## config.mk

```make
export PLATFORM = sky130hd
export DESIGN_NAME = spi_fifo_param_flat
export DESIGN_NICKNAME = d
export VERILOG_FILES = /design/src/rtl/spi_fifo_param_if.sv /design/src/rtl/spi_fifo_param.sv /design/src/flat_wrapper.sv
export SDC_FILE = /design/constraint.sdc
export NUM_CORES = 2
export LEC_CHECK = 0
export CORE_MARGIN = 10
export CORE_UTILIZATION = 35
export DETAILED_ROUTE_END_ITERATION = 10
export SLEW_MARGIN = 0
export SYNTH_ARGS = -nofsm -noshare
export SYNTH_HDL_FRONTEND = slang
export SYNTH_SLANG_ARGS = --single-unit
```

## constraint.sdc

```tcl
create_clock -name pclk -period 4.58 [get_ports pclk]
set_input_delay 0.458 -clock pclk [delete_from_list [all_inputs] [get_ports pclk]]
set_output_delay 0.458 -clock pclk [all_outputs]
set_load 0.005 [all_outputs]
```

## src/rtl/spi_fifo_param_if.sv

```systemverilog
// Bus bundle for spi_fifo_param: push/pop handshake, control and status.
// master = the FIFO user side; slave = the FIFO itself.
interface spi_fifo_param_if #(
    parameter int DATA_WIDTH = 32,
    parameter int PTR_WIDTH  = 6
);
    logic                  wen;
    logic [DATA_WIDTH-1:0] wdata;
    logic                  ren;
    logic                  clear;
    logic                  flag_clr;
    logic [PTR_WIDTH:0]    thresh;
    logic [DATA_WIDTH-1:0] rdata;
    logic                  rvalid;
    logic                  full;
    logic                  empty;
    logic                  overflow;
    logic                  underflow;
    logic [PTR_WIDTH:0]    level;
    logic                  thresh_hit;

    modport master (
        output wen, wdata, ren, clear, flag_clr, thresh,
        input  rdata, rvalid, full, empty, overflow, underflow, level, thresh_hit
    );

    modport slave (
        input  wen, wdata, ren, clear, flag_clr, thresh,
        output rdata, rvalid, full, empty, overflow, underflow, level, thresh_hit
    );
endinterface

```

## src/rtl/spi_fifo_param.sv

```systemverilog
// Synchronous FIFO with registered pop data, sticky overflow/underflow flags.
// Optional threshold detector enabled by defining SPI_FIFO_LEVEL_EN.
module spi_fifo_param #(
    parameter int DATA_WIDTH = 32,
    parameter int PTR_WIDTH  = 6
) (
    input  logic               pclk,
    input  logic               preset_n,
    spi_fifo_param_if.slave    bus
);
    localparam int DEPTH = 2 ** PTR_WIDTH;
    localparam logic [PTR_WIDTH:0] DEPTH_LVL = {1'b1, {PTR_WIDTH{1'b0}}};

    logic [DATA_WIDTH-1:0] mem [DEPTH];
    logic [PTR_WIDTH:0]    wr_ptr;
    logic [PTR_WIDTH:0]    rd_ptr;
    logic [PTR_WIDTH:0]    level_w;
    logic                  full_w;
    logic                  empty_w;
    logic                  pop_ok;
    logic                  push_ok;
    logic                  ovf_evt;
    logic                  unf_evt;
    logic [DATA_WIDTH-1:0] rdata_q;
    logic                  rvalid_q;
    logic                  overflow_q;
    logic                  underflow_q;

    // Status depends only on the pointer registers.
    always_comb begin
        level_w = wr_ptr - rd_ptr;
        full_w  = (level_w == DEPTH_LVL);
        empty_w = (wr_ptr == rd_ptr);
    end

    always_comb begin
        pop_ok  = bus.ren & ~empty_w;
        push_ok = bus.wen & (~full_w | pop_ok);
        ovf_evt = bus.wen & full_w & ~pop_ok;
        unf_evt = bus.ren & empty_w;
    end

    // When full with a concurrent pop, the write lands in the slot being read;
    // the read samples the old head before the write takes effect.
    always_ff @(posedge pclk) begin
        if (push_ok && !bus.clear) begin
            mem[wr_ptr[PTR_WIDTH-1:0]] <= bus.wdata;
        end
    end

    always_ff @(posedge pclk or negedge preset_n) begin
        if (!preset_n) begin
            wr_ptr      <= '0;
            rd_ptr      <= '0;
            rdata_q     <= '0;
            rvalid_q    <= 1'b0;
            overflow_q  <= 1'b0;
            underflow_q <= 1'b0;
        end else if (bus.clear) begin
            wr_ptr      <= '0;
            rd_ptr      <= '0;
            rvalid_q    <= 1'b0;
            overflow_q  <= 1'b0;
            underflow_q <= 1'b0;
        end else begin
            if (push_ok) begin
                wr_ptr <= wr_ptr + 1'b1;
            end
            if (pop_ok) begin
                rd_ptr  <= rd_ptr + 1'b1;
                rdata_q <= mem[rd_ptr[PTR_WIDTH-1:0]];
            end
            rvalid_q <= pop_ok;
            // A set event takes priority over a coincident flag_clr.
            if (ovf_evt) begin
                overflow_q <= 1'b1;
            end else if (bus.flag_clr) begin
                overflow_q <= 1'b0;
            end
            if (unf_evt) begin
                underflow_q <= 1'b1;
            end else if (bus.flag_clr) begin
                underflow_q <= 1'b0;
            end
        end
    end

    always_comb begin
        bus.rdata     = rdata_q;
        bus.rvalid    = rvalid_q;
        bus.full      = full_w;
        bus.empty     = empty_w;
        bus.overflow  = overflow_q;
        bus.underflow = underflow_q;
        bus.level     = level_w;
`ifdef SPI_FIFO_LEVEL_EN
        bus.thresh_hit = (bus.thresh != '0) && (level_w >= bus.thresh);
`else
        bus.thresh_hit = 1'b0;
`endif
    end
endmodule

```

## src/flat_wrapper.sv

```systemverilog
// flat-port wrapper written by rule: the top's interface ports become plain ports
module spi_fifo_param_flat 
#(
    parameter int DATA_WIDTH = 32,
    parameter int PTR_WIDTH  = 6
)
  (pclk, preset_n, bus_wen, bus_wdata, bus_ren, bus_clear, bus_flag_clr, bus_thresh, bus_rdata, bus_rvalid, bus_full, bus_empty, bus_overflow, bus_underflow, bus_level, bus_thresh_hit);
  spi_fifo_param_if #(.DATA_WIDTH(DATA_WIDTH), .PTR_WIDTH(PTR_WIDTH)) bus_i ();
  input  logic pclk;
  input  logic preset_n;
  input wire logic [$bits(bus_i.wen)-1:0] bus_wen;
  input wire logic [$bits(bus_i.wdata)-1:0] bus_wdata;
  input wire logic [$bits(bus_i.ren)-1:0] bus_ren;
  input wire logic [$bits(bus_i.clear)-1:0] bus_clear;
  input wire logic [$bits(bus_i.flag_clr)-1:0] bus_flag_clr;
  input wire logic [$bits(bus_i.thresh)-1:0] bus_thresh;
  output wire logic [$bits(bus_i.rdata)-1:0] bus_rdata;
  output wire logic [$bits(bus_i.rvalid)-1:0] bus_rvalid;
  output wire logic [$bits(bus_i.full)-1:0] bus_full;
  output wire logic [$bits(bus_i.empty)-1:0] bus_empty;
  output wire logic [$bits(bus_i.overflow)-1:0] bus_overflow;
  output wire logic [$bits(bus_i.underflow)-1:0] bus_underflow;
  output wire logic [$bits(bus_i.level)-1:0] bus_level;
  output wire logic [$bits(bus_i.thresh_hit)-1:0] bus_thresh_hit;
  assign bus_i.wen = bus_wen;
  assign bus_i.wdata = bus_wdata;
  assign bus_i.ren = bus_ren;
  assign bus_i.clear = bus_clear;
  assign bus_i.flag_clr = bus_flag_clr;
  assign bus_i.thresh = bus_thresh;
  assign bus_rdata = bus_i.rdata;
  assign bus_rvalid = bus_i.rvalid;
  assign bus_full = bus_i.full;
  assign bus_empty = bus_i.empty;
  assign bus_overflow = bus_i.overflow;
  assign bus_underflow = bus_i.underflow;
  assign bus_level = bus_i.level;
  assign bus_thresh_hit = bus_i.thresh_hit;
  spi_fifo_param #(.DATA_WIDTH(DATA_WIDTH), .PTR_WIDTH(PTR_WIDTH)) u_core (.pclk(pclk), .preset_n(preset_n), .bus(bus_i));
endmodule
```

# [After elaboration in Yosys (flattened, before gate mapping)]
# Memory sizes are Yosys's and may differ from the RTL's. A register that Yosys moved wholly into a read port is not among the register bits.
# Cells that the tools add are included.
[word_totals] latch_bits=0 in_bits=45 register_bits=17 memories=1 mem_bits_rw=2048 mem_bits_ro=0 out_inout_bits=45
[op_classes] n_div=0 eq_ne=2 n_reduce_logical=8 bitwise_logic=10 order_cmp=0 addsub=3 n_mux=12 multipliers=0 n_shift=0
[mem_list] name="u_core.mem" words=64 width=32 read_ports=1 rd_ports_with_merged_regs=1 wr=1 line_no="spi_fifo_param.sv:14" source="logic [DATA_WIDTH-1:0] mem [DEPTH];"
[ops] operator="2-to-1 mux 7 bit" n=4
[ops] operator="adder 7 x 1 -> 7 bit (second input constant)" n=2
[ops] operator="2-to-1 mux 1 bit" n=8
[ops] operator="equality test 7 bit" n=1
[ops] operator="equality test 7 bit (second input constant)" n=1
[ops] operator="subtractor 7 bit" n=1
[ops] operator="nonzero test 3 bit" n=2
[ops] operator="AND 1 bit" n=5
[ops] operator="inverter 1 bit" n=4
[ops] operator="nonzero test 2 bit" n=2
[ops] operator="logical NOT 1 bit" n=2
[ops] operator="AND reduction 2 bit" n=1
[ops] operator="logical AND 1 bit" n=1
[ops] operator="bitwise OR 1 bit" n=1

# [Depth between registers and ports, before layout]
[logic_depth] word_depth=8 ltp_mapped=14 mapped_depth_nobuf=10

# [Worst setup path before layout]
# No wires, ideal clock.
[synth_timing] path_kind="reg2reg" start="reg u_core.rd_ptr[1]" end="mem u_core.mem[38][0] (enable)" path_slack_ps=-23 path_stages_with_launch=14 required_ps=4159 arrival_time_ps=4182 setup_ps=421 cell_sequence="dfrtp_1 -> buf_4 -> buf_2 -> buf_2 -> buf_2 -> inv_1 -> fa_1 -> a211oi_1 -> mux2_1 -> a211o_1 -> a211oi_2 -> buf_4 -> nand3b_2 -> nor2_1"
[synth_via] elab_chain_len=8 elab_cells_between_ends=11 classes_between="add/sub (1); eq/ne (2); mux (2); bitwise (5); reduce/logical (1)"
[synth_rtl] element="start, declared" line_no="spi_fifo_param.sv:16" source="logic [PTR_WIDTH:0] rd_ptr;"
[synth_rtl] element="start signal, assigned" line_no="spi_fifo_param.sv:70" source="rd_ptr <= rd_ptr + 1'b1;"
[synth_rtl] element="subtractor 7 bit or equality test 7 bit (tied branches)" line_no="spi_fifo_param.sv:31, spi_fifo_param.sv:33"
[synth_rtl] element="equality test 7 bit or inverter 1 bit (tied branches)" line_no="spi_fifo_param.sv:32, spi_fifo_param.sv:37"
[synth_rtl] element="inverter 1 bit or AND 1 bit (tied branches)" line_no="spi_fifo_param.sv:38, spi_fifo_param.sv:37"
[synth_rtl] element="bitwise OR 1 bit *" line_no="spi_fifo_param.sv:38" source="push_ok = bus.wen & (~full_w | pop_ok);"
[synth_rtl] element="AND 1 bit *" line_no="spi_fifo_param.sv:38"
[synth_rtl] element="logical AND 1 bit *" line_no="spi_fifo_param.sv:46" source="if (push_ok && !bus.clear) begin"
[synth_rtl] element="2-to-1 mux 1 bit *" line_no="spi_fifo_param.sv:46"
[synth_rtl] element="2-to-1 mux 1 bit (not written as such) *" line_no="spi_fifo_param.sv:47" source="mem[wr_ptr[PTR_WIDTH-1:0]] <= bus.wdata;"
[synth_rtl] element="end, declared" line_no="spi_fifo_param.sv:14"
# Mark *: on every way between the ends. The rest lies on a longest branch, timed or not.

# [Worst setup path in the final report]
[layout_timing] start="reg u_core.rd_ptr[2]" end="mem u_core.mem[19][25] (enable)"
# The elaborated chain is that of the path after synthesis.

==> run metrics <==
status=completed; Worst Skew=58.8 ps; yosys warns=0; chip height=499 um; mapped cell area=80400 sq um; period utilization=slightly above 90%; Setup Viol. Count Final=0; DRT antenna net count=0; clock power share=~39%; setup ws final=between 300 and 400 ps; Switching Share=between 20% and 30%; top_reg_cell synth=edfxtp_1; register area=roughly 63000 sq um; clk root buf=clkbuf_16; post-CTS setup buffers=0; cells after synthesis=3775; Crit Path Class=reg2reg; initial core utilization=a little over a third; Clk pin slew, worst setup/hold paths=60 ps; crit path DAT=about 4700 ps; first-pass GRT wire length=approximately 300000 um; final worst path period need=between 4000 and 5000 ps; Worst R2R Start=u_core.rd_ptr[2]; total CTS buffers=around 210; cells on worst reg2reg path=10; Worst slew margin=between 20% and 30%; Vias/cell=~5.5; Synth top area share=about three quarters; CP Data Required Time=roughly 5000 ps; Tot Pwr=around 43 mW; Lkg Pwr=between 20 and 30 nW; Sink Count=between 2000 and 2500; multi-input logic area=around 17000 sq um; wire per inst=~30 um; clk buf depth=3; Setup crit end kind=register; worst hold margin=roughly 190 ps; I/O Buffers=~80; Sequential Power Share=50.2%; WL final=216000 um; Post-synth ARST share=2.34%; grt total ovfl=0; Hold Fails Final Rpt=0; gr usage total=around 17%; worst vdd ir=between 0.4 and 0.5 mV; fmax=237 MHz; Slew Viols, Final=0; DR pass1 iterations=6; register-to-register setup slack=roughly 360 ps; RePlAce Congestion=approximately 0.82; htree depth=4; combinational share of power=between 10% and 20%; number of global-route vias before repair=roughly 40000; full die area=249000 sq um; RSZ-0062 raised after global routing=no; top cell type by total area after synthesis=edfxtp_1; Layout fillers=~20000; Post-Syn Area per Cell=21.3 sq um; worst r2r dst=u_core.mem[19][25]; Tightest Pin Transition=around 1100 ps; Area growth syn-to-layout=15.3%; area of the core=between 200000 and 250000 sq um; largest net degree at the start of global routing=around 150; Syn Nets=3829; via count=around 40000; worst hold stages=1; DP Worst Slack=516 ps; Hold Path Class=in2reg; synth top area cells=edfxtp_1 76%, mux4_2 10%, mux2i_1 3.3%, dfrtp_1 1.5%, a22oi_1 1.2%; initial antenna violation count=14; Post-synth EDFFs=a little over 2000; Max FO, Critical Path=18; number of library cell types mapped by synthesis=between 50 and 60; chip width=approximately 500 um; Pwr per Cell Area=roughly 460 nW/um^2; initial drt markers=~5000; I/O pins=90; share of cells above drive strength 1=between 20% and 30%; TritonCTS clock tree=built; Cell Int Power=~33 mW; sequential share of the synthesized area=78.0%; setup TNS=0 ps; worst-skew pair later-pin latency=860 ps; Max Cap Viol=0; NetSw=roughly 10 mW; Worst Hold Path EP=u_core.mem[23][10]; startpoint types=register; #FFs+latches synth=approximately 2100; HP Start=bus_wdata[10]; Post-route DRC=0; hpwl dp=between 100000 and 150000 um; NumNets Final=4125; site row count=between 150 and 200
[cells in the mapped netlist (5+ instances only)]
library cell	instances
nor2b_1	11
a22oi_1	125
nand3b_2	5
a221oi_1	57
a22o_1	24
o22ai_1	27
or3_1	5
nand3_1	40
xnor2_1	10
clkbuf_1	94
o32a_1	15
nand4_1	17
a211oi_1	74
nor2_1	106
edfxtp_1	2048
o221ai_1	24
buf_4	44
mux4_2	370
o21ai_0	32
mux2_2	49
nor3_1	5
o21ai_1	5
buf_6	14
a21oi_1	77
dfrtp_1	49
ha_1	8
buf_1	14
inv_1	13
a31oi_1	10
buf_2	42
mux2i_1	262
nand2_1	55
o22a_1	17
[placed cells by master, fill, tap and decap left out, drive strengths merged, types with 10 or more instances in the layout]
master / netlist / routed
clkdlybuf4s50: 0 / 48
o22a: 17 / 17
a31oi: 10 / 10
bufinv: 0 / 13
clkbuf: 94 / 287
mux2i: 262 / 262
nand4: 17 / 17
nor2: 107 / 107
o32a: 15 / 15
dfrtp: 49 / 49
inv: 13 / 21
buf: 114 / 240
o221ai: 24 / 24
a211oi: 75 / 75
a221oi: 57 / 57
nor2b: 11 / 11
nand2: 55 / 55
a22o: 24 / 24
o21ai: 37 / 37
mux4: 370 / 370
clkinv: 1 / 69
nand3: 40 / 40
a21oi: 77 / 77
xnor2: 10 / 10
a22oi: 125 / 125
o22ai: 27 / 27
edfxtp: 2048 / 2048
mux2: 50 / 50
[repair_timing]
action	in CTS	in global routing
setup endpoints to repair	0	1
hold buffers	5	0
resized for setup	0	1
hold endpoints to repair	104	0
[flip-flops by register name, indices dropped and copies added, names as in the netlist]
register	flops
u_core.bus.overflow	1
u_core.bus.rdata	32
u_core.mem	2048
u_core.wr_ptr	7
u_core.bus.rvalid	1
u_core.rd_ptr	7
u_core.bus.underflow	1
[how the worst max path moves through the flow]
stage	start	endpoint	slack (ps)	cells past startpoint
finish	u_core.rd_ptr[2]	u_core.mem[19][25]	360	10
global route	u_core.rd_ptr[2]	bus_full	150	7
CTS	u_core.wr_ptr[0]	bus_full	20	9
detailed placement	u_core.rd_ptr[2]	u_core.mem[16][31]	520	10
global placement	u_core.wr_ptr[0]	u_core.mem[60][23]	560	12
floorplan	u_core.rd_ptr[1]	u_core.mem[38][0]	-20	13
[worst max-delay path, cell delays in order, from the launching register on]
cell and delay, ps:
dfrtp_2 630, clkinv_2 130, ha_1 380, nand3_1 120, and3_1 200, o2111ai_1 310
a211oi_2 130, buf_4 220, nand3b_2 550, nor2_4 730, buf_4 440
[metrics by stage]
step,utilization [%],instances,cell area [sq um]
after floorplan,-,3775,80400
after global placement,37.7,6864,85900
after detailed placement,37.7,6864,85900
after CTS,40.6,7251,92600
after global routing,40.6,7253,92700
final,40.7,7255,92700
[cells by family after synthesis]
logic type	count (synthesis)	share of synthesized area, %
adders and majority gates	9	0.149
xor gates and xnor gates	12	0.131
buffers and inverters	222	1.44
muxes	682	14.3
AOI/OAI and AO/OA	497	4.48
other	1	0.00466
and+or+nand+nor	255	1.45
DFF	2097	78.0
[power by group through the flow]
stage               Sequential, mW  Combinational (mW)  Clock [mW]
floorplan                     21.7                3.18           0
global placement              21.9                4.71           0
detailed placement            21.9                4.75           0
CTS                           21.5                4.77        16.9
global route                  21.5                5.01        17.7
finish                        21.5                4.68        16.6
[area by class of cell]
class / count / share of cell area (%)
flip-flops and latches: 2097 / 67.7
multi-input cells: 1456 / 18.4
clock buffers: 287 / 6.04
well taps: 3009 / 4.06
repair buffers: 293 / 2.58
clock inverters: 95 / 1.14
inverters: 14 / 0.0581
diodes: 4 / 0.0108
[layer usage]
layer | track usage [%] | share of wire, % | up-vias
met1 | 22.6 | 41 | 21541
met3 | 3.26 | 7.3 | 311
met4 | 5.80 | 3.5 | 2
li1 | - | - | 16583
met5 | 0 | 0.0056 | -
met2 | 27.5 | 48 | 1649
Note: power is estimated with default switching activity, not from simulation.
